[config.mk]
export PLATFORM = sky130hd
export DESIGN_NAME = wb_arbiter_2m
export DESIGN_NICKNAME = d
export VERILOG_FILES = /design/src/rtl/wb_arb_pkg.sv /design/src/rtl/wb_arb_timeout.sv /design/src/rtl/wb_arbiter_2m.sv
export SDC_FILE = /design/constraint.sdc
export NUM_CORES = 1
export LEC_CHECK = 0
export BUFFER_PORTS_ARGS = -buffer_cell sky130_fd_sc_hd__buf_2
export CAP_MARGIN = 15
export CORE_AREA = 4 4 117 119
export CTS_CLUSTER_DIAMETER = 150
export CTS_CLUSTER_SIZE = 8
export DETAILED_ROUTE_END_ITERATION = 16
export DIE_AREA = 0 0 121 123
export GPL_TIMING_DRIVEN = 0
export SLEW_MARGIN = 20
export SYNTH_ARGS = -nofsm -noshare
export SYNTH_HDL_FRONTEND = slang
export SYNTH_SLANG_ARGS = --single-unit
[constraint.sdc]
create_clock -name clk -period 3.77 [get_ports clk]
set_clock_uncertainty 0.15 [all_clocks]
set_input_delay 0.377 -clock clk [delete_from_list [all_inputs] [get_ports clk]]
set_output_delay 0.377 -clock clk [all_outputs]
set_load 0.005 [all_outputs]
[src/rtl/wb_arb_pkg.sv]
// wb_arb_pkg
//   Shared definitions for the two-master Wishbone arbiter:
//   - arb_state_t        : arbiter FSM state (IDLE, OWN0, OWN1)
//   - WB_ARB_TIMEOUT_DEF : default slave wait limit, in cycles
//   - WB_ARB_CNT_W       : width of the slave wait counter
package wb_arb_pkg;

    localparam int WB_ARB_CNT_W       = 8;
    localparam int WB_ARB_TIMEOUT_DEF = 255;

    // Each owner state sets exactly one bit, so the one-hot grant vector
    // can be read straight off the state.
    typedef enum logic [1:0] {
        IDLE = 2'b00,
        OWN0 = 2'b01,
        OWN1 = 2'b10
    } arb_state_t;

endpackage

[src/rtl/wb_arb_timeout.sv]
// wb_arb_timeout
//   Counts slave wait cycles for the current strobe and flags expiry.
//   Ports:
//     clk     : system clock
//     reset_n : asynchronous active-low reset
//     run     : owner strobe is high and the slave has not acked this cycle
//     clear   : zero the counter at the next edge
//     expired : combinational, high while running with count == TIMEOUT
module wb_arb_timeout
    import wb_arb_pkg::*;
#(
    parameter int TIMEOUT = WB_ARB_TIMEOUT_DEF
) (
    input  logic clk,
    input  logic reset_n,
    input  logic run,
    input  logic clear,
    output logic expired
);

    localparam logic [WB_ARB_CNT_W-1:0] LIMIT = WB_ARB_CNT_W'(TIMEOUT);

    logic [WB_ARB_CNT_W-1:0] r_count;

    // Expiry is only meaningful on a cycle that is still waiting; a
    // coincident ack drops run and therefore suppresses it.
    assign expired = run && (r_count == LIMIT);

    // The counter restarts after expiry so that a master that keeps its
    // strobe up after an error gets a fresh wait window.
    always_ff @(posedge clk or negedge reset_n) begin
        if (!reset_n) begin
            r_count <= '0;
        end else if (clear || expired) begin
            r_count <= '0;
        end else if (run) begin
            r_count <= r_count + 1'b1;
        end
    end

endmodule

[src/rtl/wb_arbiter_2m.sv]
// wb_arbiter_2m
//   Two-master Wishbone arbiter in front of a single slave, with
//   round-robin tie breaking and a per-strobe slave wait timeout.
//   Ports:
//     clk, reset_n                  : clock, asynchronous active-low reset
//     m0_cyc/stb/we, m0_addr/data   : master-0 request
//     m0_ack, m0_err, m0_rdata      : master-0 response
//     m1_*                          : master-1, same layout as m0_*
//     s_cyc/stb/we, s_addr/data     : request muxed to the slave
//     s_ack, s_rdata                : slave response
//     grant                         : one-hot owner (bit0 m0, bit1 m1, 00 idle)
//     dbg_state                     : raw FSM state, for observation only
//
//   Handshake: a master holds cyc for the whole bus tenure; each transfer is
//   stb high until the cycle in which ack (or err) is seen high, and that
//   cycle completes it. Ack and read data pass through combinationally from
//   the slave; only the owner ever sees ack or err.
module wb_arbiter_2m
    import wb_arb_pkg::*;
#(
    parameter int TIMEOUT = WB_ARB_TIMEOUT_DEF
) (
    input  logic        clk,
    input  logic        reset_n,

    input  logic        m0_cyc,
    input  logic        m0_stb,
    input  logic        m0_we,
    input  logic [31:0] m0_addr,
    input  logic [31:0] m0_data,
    output logic        m0_ack,
    output logic        m0_err,
    output logic [31:0] m0_rdata,

    input  logic        m1_cyc,
    input  logic        m1_stb,
    input  logic        m1_we,
    input  logic [31:0] m1_addr,
    input  logic [31:0] m1_data,
    output logic        m1_ack,
    output logic        m1_err,
    output logic [31:0] m1_rdata,

    output logic        s_cyc,
    output logic        s_stb,
    output logic        s_we,
    output logic [31:0] s_addr,
    output logic [31:0] s_data,
    input  logic        s_ack,
    input  logic [31:0] s_rdata,

    output logic [1:0]  grant,
    output logic [1:0]  dbg_state
);

    arb_state_t r_state;
    logic       r_last;      // master served most recently: 0 = m0, 1 = m1

    logic       w_own0;
    logic       w_own1;
    logic       w_run;
    logic       w_expired;

    assign w_own0    = (r_state == OWN0);
    assign w_own1    = (r_state == OWN1);
    assign grant     = {w_own1, w_own0};
    assign dbg_state = r_state;

    // Slave-side request follows the owner's inputs directly, so a master
    // dropping cyc removes s_cyc in the same cycle.
    always_comb begin
        s_cyc  = 1'b0;
        s_stb  = 1'b0;
        s_we   = 1'b0;
        s_addr = '0;
        s_data = '0;
        if (w_own0) begin
            s_cyc  = m0_cyc;
            s_stb  = m0_stb;
            s_we   = m0_we;
            s_addr = m0_addr;
            s_data = m0_data;
        end else if (w_own1) begin
            s_cyc  = m1_cyc;
            s_stb  = m1_stb;
            s_we   = m1_we;
            s_addr = m1_addr;
            s_data = m1_data;
        end
    end

    assign m0_ack   = s_ack && w_own0 && m0_stb;
    assign m1_ack   = s_ack && w_own1 && m1_stb;
    assign m0_rdata = w_own0 ? s_rdata : '0;
    assign m1_rdata = w_own1 ? s_rdata : '0;

    // s_stb is already zero in IDLE, so run only counts an owner's wait.
    assign w_run = s_stb && !s_ack;

    wb_arb_timeout #(
        .TIMEOUT (TIMEOUT)
    ) u_timeout (
        .clk     (clk),
        .reset_n (reset_n),
        .run     (w_run),
        .clear   (!w_run),
        .expired (w_expired)
    );

    assign m0_err = w_expired && w_own0;
    assign m1_err = w_expired && w_own1;

    // Release always passes through IDLE, which gives one dead cycle
    // between owners and a single place to apply round-robin.
    always_ff @(posedge clk or negedge reset_n) begin
        if (!reset_n) begin
            r_state <= IDLE;
            r_last  <= 1'b1;
        end else begin
            case (r_state)
                IDLE: begin
                    if (m0_cyc && m1_cyc) begin
                        r_state <= r_last ? OWN0 : OWN1;
                    end else if (m0_cyc) begin
                        r_state <= OWN0;
                    end else if (m1_cyc) begin
                        r_state <= OWN1;
                    end
                end
                OWN0: begin
                    if (!m0_cyc) begin
                        r_state <= IDLE;
                        r_last  <= 1'b0;
                    end
                end
                OWN1: begin
                    if (!m1_cyc) begin
                        r_state <= IDLE;
                        r_last  <= 1'b1;
                    end
                end
                default: r_state <= IDLE;
            endcase
        end
    end

endmodule

* Yosys cells after proc, flatten, opt, wreduce, memory -nomap -nowiden
Index checks and enable logic that the tools add are counted.
** Operators by class
- Equal/unequal tests :: 6
- Mux-type cells :: 24
- Reductions and logical operators :: 17
- Add/subtract/negate cells :: 1
** Operators with widths (number)
- 32-bit two-way mux :: 6
- 8-bit two-way mux :: 2
- 2-bit two-way mux :: 6
- 1-bit logical AND :: 9
- 8-bit by 1-bit adder with 8-bit output, second input constant :: 1
- 8-bit == test, second input constant :: 1
- 1-bit two-way mux :: 8
- 2-bit case mux with 3 select lines :: 1
- 3-bit AND reduction :: 2
- 2-bit inequality test, second input constant :: 2
- 4-bit inequality test, second input constant :: 1
- 2-bit nonzero test :: 2
- 2-bit by 1-bit == test with 1-bit output, second input constant :: 1
- 2-bit == test, second input constant :: 1
- 1-bit logical NOT :: 2
- 2-bit logical NOT :: 1
- 1-bit case mux with 2 select lines :: 1
- 1-bit logical OR :: 1
** Storage, ports and cells
- Input bits :: 169
- Logic and storage cells :: 51
- Register bits after elaboration :: 11

* Logic depth before layout (Yosys ltp)
Gate-level depths: netlist of run 1.
- Word-level depth :: 7
- Mapped depth :: 5

* Modules after synthesis
Synthesis of run 1 repeated with hierarchy kept, for this count alone.
** Second synthesis, totals
- Cells, all modules :: 218
- Area, all modules :: 1760.4 um^2
** By module, submodules not included
- wb_arbiter_2m :: cells each 174, area each 1338.8 um^2, times used 1
- wb_arb_timeout :: cells each 44, area each 421.7 um^2, times used 1

* Worst setup path before layout of run 1
OpenSTA, ideal clock, no wires.
- Path kind :: register to output
- Start :: register r_state[1], in the netlist dbg_state[1]
- End :: output m0_err
- Stages on the path, launching flop included :: 5
- Arrival time :: 1.224 ns
- Buffers on the path :: 1
- Required time :: 3.243 ns
- Path slack :: 2.019 ns
- Cells stage by stage :: dfrtp_1 > nand3b_1 > a21o_1 > buf_6 > and4bb_2
** Between the ends
- Word-level cells in the longest chain between the ends :: 6
** Ends and longest elaborated chain
- start: declaration :: RTL line wb_arbiter_2m.sv:56 : arb_state_t r_state;
- start signal: assignment :: RTL line wb_arbiter_2m.sv:123 : r_state <= r_last ? OWN0 : OWN1;
- 2-bit == test :: RTL line wb_arbiter_2m.sv:65 : assign w_own1 = (r_state == OWN1);
- 1-bit two-way mux :: RTL line wb_arbiter_2m.sv:83 : end else if (w_own1) begin
- 1-bit two-way mux :: RTL line wb_arbiter_2m.sv:77 : if (w_own0) begin
- 1-bit logical AND :: RTL line wb_arbiter_2m.sv:98 : assign w_run = s_stb && !s_ack;
- 1-bit logical AND :: RTL line wb_arb_timeout.sv:27 : assign expired = run && (r_count == LIMIT);
- 1-bit logical AND * :: RTL line wb_arbiter_2m.sv:110 : assign m0_err = w_expired && w_own0;
- end: declaration :: RTL line wb_arbiter_2m.sv:32 : output logic m0_err,
Mark *: on every way between the ends. The rest lies on a longest branch, timed or not.

* Worst setup path after layout of run 1
- Start :: register r_state[1], in the netlist dbg_state[1]
- End :: output s_addr[11]
** Between the ends
- Word-level cells in the longest chain between the ends :: 3
** Ends and longest elaborated chain
- 2-bit == test :: RTL line wb_arbiter_2m.sv:65
- 32-bit two-way mux :: RTL line wb_arbiter_2m.sv:83
- 32-bit two-way mux * :: RTL line wb_arbiter_2m.sv:77
- end: declaration :: RTL line wb_arbiter_2m.sv:47 : output logic [31:0] s_addr,
Marked as above.

==> results of run 1 <==
## where the power goes
group / internal (W) / switching, W / total (W)
registers: 0.000128 / 0.0000112 / 0.000139
clock network: 0.000142 / 0.0000514 / 0.000193
logic: 0.000307 / 0.000283 / 0.000590
## registers in the layout (all words and copies together) (netlist names)
| register | cells |
|---|---|
| u_timeout.r_count | 8 |
| dbg_state | 2 |
| r_last | 1 |
## cell families (layout without fill, tap and decap cells)
group | count (synthesis) | count (layout) | synth area share [%]
simple gates | 93 | 93 | 34.2
compound gates | 77 | 77 | 38.3
buf+inv | 26 | 338 | 8.67
flops | 11 | 11 | 16.5
xor+xnor | 3 | 3 | 1.57
fa+ha+maj | 1 | 1 | 0.747
other cells | 0 | 3 | 0
## worst max-delay path, stage by stage, from the launching register on
cell and delay (ps):
dfrtp_1 500, nor2b_1 160, buf_2 260, buf_2 280, a22o_1 210, buf_2 150
## per-layer routing
layer / global-route usage, % / wire length [um] / vias to the layer above
met1: 17.1 / 4670 / 1249
met3: 1.97 / 852 / 11
met5: 0 / 0 / -
met2: 23.3 / 5730 / 157
met4: 4.96 / 227 / 0
li1: - / - / 1409
## synth_stat cells, types with 2 or more instances
master / count
o21ai_0: 4
and2_1: 64
a22o_1: 66
and4bb_2: 2
nand3b_1: 2
a21oi_1: 3
or3_1: 3
buf_2: 17
nand2_1: 4
nor3_1: 2
buf_4: 3
xor2_1: 2
nor2_1: 3
nand3_1: 5
clkbuf_1: 3
and3_1: 2
nor2b_1: 3
dfrtp_1: 10
buf_6: 2
## area by class of cell
cell class / count / area share (%)
diodes: 3 / 0.213
repair buffers: 308 / 43.9
plain buffers: 25 / 4.01
flip-flops and latches: 11 / 7.85
well taps: 172 / 6.11
multi-input cells: 174 / 35.6
inverters: 1 / 0.107
clock buffers: 4 / 2.24
## timing repair
item                                    in CTS  in global routing
hold endpoints to repair                    10                  0
hold buffers                                 1                  0
endpoints found under the setup margin       0                  0
## worst max-delay path by stage
stage | startpoint | endpoint | cells after the start
after global routing | dbg_state[1] | m1_rdata[17] | 5
after detailed placement | dbg_state[0] | s_addr[9] | 5
after global placement | dbg_state[1] | s_addr[0] | 5
final | dbg_state[1] | s_addr[11] | 5
after CTS | dbg_state[0] | s_addr[9] | 5
after floorplan | dbg_state[1] | m0_err | 4
## placed cells by master (no fill, tap or decap), types with 4 or more instances in the layout
master	count
a22o_1	66
and2_1	64
buf_2	324
clkbuf_1	4
dfrtp_1	10
nand2_1	4
nand3_1	5
o21ai_0	4
## per-stage QoR
step                total power [W]  hold slack, ps  util (%)  area [sq um]
floorplan                  0.000403           -68.6         -          1670
global placement           0.000738             111      27.3          3430
detailed placement         0.000736             117      27.3          3430
CTS                        0.000936             243      28.0          3510
global route               0.000988             248      28.0          3520
finish                     0.000922             242      28.0          3520
==> qor.yml, run 1 <==
setup_viol: 0
port_buffers: 307
synth.distinct_cells: 30
grtUsageTotal_pct: 13.5
hold_depth: 3
status: "finished, final reports clean"
drt_iter0_drc: 94
cts_max_level: 1
ys_seq_area_share_pct: 16.5
syn-num-nets: 381
setup_slack_ps: 1440
die_h_um: 123
maxSlewHeadroom_pct: 78.8
nFillCells: 1359
synthCells: 211
die-width_um: 121
row_count: 41
synth_top_area_share_pct: 34.5
rr_startpoint: "dbg_state[1]"
finalHoldViolCount: 0
routedWlPerCell_um: 16.4
viasPerCell: 4.05
cts_resized: 0
max_freq_mhz: 429
yosys.area.top_type: "a22o_1"
antenna_found_initial: 3
multi_input_area_sq_mm: 0.00125
fin_crit_sh_pct: 61.9
crit_type: "reg2out"
min_to: "r_last"
die-area_sq_mm: 0.0149
crit_required_ps: 3240
dp_hpwl_um: 9970
core_area_sq_mm: 0.0126
ir_drop_uv: 128
drt-pass1-iter-count: 5
tritoncts: "yes"
syn2layout_area_growth_pct: 110
syn_area_per_cell_sq_um: 7.93
power.leakage_nw: 2.17
drc: 0
cap_viol_max_count: 0
post_cts_buffers: 0
hp-class: "in2reg"
clk_pin_slew_ps: 40
min_from: "m0_cyc"
start_util_pct: 13.3
power_density_mw_per_mm2: 262
setup_tns_ps: 0
drtAntennaViolNets: 0
grt_pass1_wl_um: 15400
routabilityCongestion: 0.942
dp_cells: 690
insertion_delay_ps: 240
grt_pass1_vias: 2557
syn_area_sq_mm: 0.00167
end_kind: "output pin"
drive_above_1_share_pct: 64.1
rrSetupSlack_ps: 2270
ys_ff_latch: 11
dr_total_vias: 2826
ys_warn_count: 0
register_area_sq_um: 277
clk_root_buffer_cell: "clkbuf_16"
async_reset_ff_share_pct: 100
arrival_ps: 1810
synth_ff_type: "dfrtp_1"
cts_sinks: 11
reg2regPathDepth: 4
rsz0062_at_grt: "no"
drv_slew: 0
wirelength_um: 11500
io_pins: 308
numCtsBuffers: 3
startpoint_type: "flop"
final_cells: 698
pre_cts_slack_ps: 1630
synth_edf_count: 0
cts.path.max_buffers: 2
final_net_count: 694
tightestPinTransition_ps: 317
ys_top_cells_by_area: "a22o_1 35%, and2_1 24%, dfrtp_1 15%, buf_2 5.1%, dfstp_2 1.6%"
grt_max_degree: 12
r2r_end: "u_timeout.r_count[5]"
worstPathMaxFanout: 10
grt-ovfl-total: 0
post-route-min-period_ps: 2330
Power figures use the tool's default switching activity.
==> run 2: changes to the inputs <==
CORE_AREA = 4 4 118 120   (was 4 4 117 119)
DIE_AREA = 0 0 122 124   (was 0 0 121 123)
clock period = 2.02 ns   (was 3.77 ns; I/O delays follow)
==> qor.yml, run 2 (synthesized netlist as in run 1, its figures left out) <==
status: "finished, final reports clean"
power_w: 0.00175  # +89%
hp-class: "in2reg"
grt_pass1_vias: 2582  # +0.98%
crit_type: "reg2out"
largest_register: "u_timeout.r_count"
routabilityCongestion: 0.884  # -6.1%
holdWs_ps: 60.9  # -181 ps
arrival_ps: 1590  # -220 ps
final_cell_mix: "319 x buf_2, 66 x a22o_1, 64 x and2_1, 8 x dfrtp_1, 7 x buf_4"
largest_reg_flops: 8  # unchanged
insertion_delay_ps: 240  # about the same
seqPwrFrac_pct: 14.7  # -0.4 points
die-area_sq_mm: 0.0151  # +1.6%
power_density_mw_per_mm2: 486  # +86%
max_stage_delay_ps: 440  # -60 ps
grt-ovfl-total: 0  # unchanged
routedWlPerCell_um: 15.8  # -4.0%
clk_root_buffer_cell: "clkbuf_16"
row_count: 42  # +2.4%
setup_viol: 0  # unchanged
p_switching_w: 0.000638  # +85%
grtUsageTotal_pct: 12.2  # -1.3 points
worstPathMaxFanout: 10  # unchanged
antenna_found_initial: 0  # -3
drive_above_1_share_pct: 65.5  # +1.4 points
start_util_pct: 12.9  # -0.42 points
power_switching_share_pct: 36.5  # -0.93 points
final_util_pct: 27.7  # -0.34 points
grt_pass1_wl_um: 14400  # -6.6%
port_buffers: 307  # unchanged
intPower_w: 0.00111  # +92%
final_net_count: 698  # +0.58%
max_freq_mhz: 514
maxSlewHeadroom_pct: 79.9  # +1.1 points
hold_depth: 3  # unchanged
drt_iter0_drc: 94  # unchanged
tritoncts: "yes"
layout_commonest_cell: "buf_2"
wirelength_um: 11100  # -3.4%
viasPerCell: 4.05  # about the same
power.leakage_nw: 2.20  # +1.4%
drc: 0  # unchanged
cap_viol_max_count: 0  # unchanged
cts_max_level: 1  # unchanged
drtAntennaViolNets: 0  # unchanged
end_kind: "output pin"
core_area_sq_mm: 0.0130  # +3.3%
n_antenna_cell: 0  # -3
fin_crit_sh_pct: 96.3
numCtsBuffers: 3  # unchanged
crit_required_ps: 1670  # -1570 ps
setup_tns_ps: 0  # unchanged
tightestPinTransition_ps: 301  # -15.8 ps
clock_power_share_pct: 20.6  # -0.4 points
rrSetupSlack_ps: 590  # -1680 ps
cts.path.max_buffers: 2  # unchanged
dp_hpwl_um: 9420  # -5.4%
post-route-min-period_ps: 1940
io_pins: 308  # unchanged
worstPathCellList: "nor2b_4 > clkbuf_4 > buf_4 > a22o_1 > buf_2"
p_comb_share_pct: 64.7  # +0.8 points
dr_total_vias: 2847  # +0.74%
drv_slew: 0  # unchanged
crit_path_top_delay_cell: "dfrtp_2"
ir_drop_uv: 317  # +150%
grt_max_degree: 12  # unchanged
drt-pass1-iter-count: 4  # -1
cts_sinks: 11  # unchanged
syn2layout_area_growth_pct: 115
reg2regPathDepth: 5  # +1
finalHoldViolCount: 0  # unchanged
clk_pin_slew_ps: 40  # about the same
startpoint_type: "flop"
die-width_um: 122  # +0.83%
die_h_um: 124  # +0.81%
==> run 2: changes by cell type in the layout (fill, tap and decap cells not counted), moves of 2 or more <==
| cell | delta |
|---|---|
| buf_2 | -5 |
| buf_4 | +4 |
| buf_6 | +3 |
| diode_2 | -3 |
| clkbuf_1 | -2 |
| clkbuf_2 | +2 |
| clkbuf_4 | +2 |
| dfrtp_1 | -2 |
| dfrtp_2 | +2 |
==> run 2: routing by layer <==
layer | global-route usage [%] | vias up | share of wire, %
met5 | 0 | - | 0
met4 | 2.66 | 0 | 0.85
met3 | 1.91 | 9 | 8.8
met2 | 21.2 | 155 | 49
met1 | 16.0 | 1273 | 41
li1 | - | 1410 | -
==> run 2: final timing paths <==
path | startpoint | to
max in group asynchronous | reset_n | r_last
setup / recovery | dbg_state[0] | s_data[13]
setup reg to reg | dbg_state[0] | u_timeout.r_count[5]
hold / removal | m0_cyc | r_last
min in group asynchronous | reset_n | u_timeout.r_count[0]
hold reg to reg | u_timeout.r_count[0] | u_timeout.r_count[0]
==> run 2: critical path: cells and delay by family (launching register included) <==
family | cells | cell delay (ps)
flops | 1 | 440
simple gates | 1 | 150
compound gates | 1 | 250
buf+inv | 3 | 500
==> run 2: repair_timing <==
action | in CTS | in global routing
cloned | 0 | 1
gates resized for setup | 5 | 15
endpoints found under the setup margin | 133 | 97
hold buffers | 1 | 0
setup buffers | 0 | 3
hold endpoints to repair | 11 | 0
==> run 2: final cells by class <==
class / instances / area [sq um]
Sequential cell: 11 / 279
Clock buffer: 4 / 78.8
Tap cell: 176 / 220
Buffer: 25 / 168
Inverter: 1 / 3.75
Fill cell: 1468 / 9390
Multi-Input combinational cell: 174 / 1270
Timing Repair Buffer: 312 / 1580
==> run 2: stage by stage <==
stage	worst slack, ps	area [sq um]	instances
after floorplan	444	1670	211
after global placement	72.5	3430	694
after detailed placement	92.5	3430	694
after CTS	0.971	3530	699
after global routing	-0.102	3590	703
final	75.1	3590	703
==> run 2: power by group through the flow <==
stage | Combinational (W) | Sequential, W | Clock, W
floorplan | 0.000496 | 0.000256 | 0
global placement | 0.00110 | 0.000261 | 0
detailed placement | 0.00109 | 0.000261 | 0
CTS | 0.00111 | 0.000259 | 0.000368
global route | 0.00124 | 0.000258 | 0.000380
finish | 0.00113 | 0.000257 | 0.000360
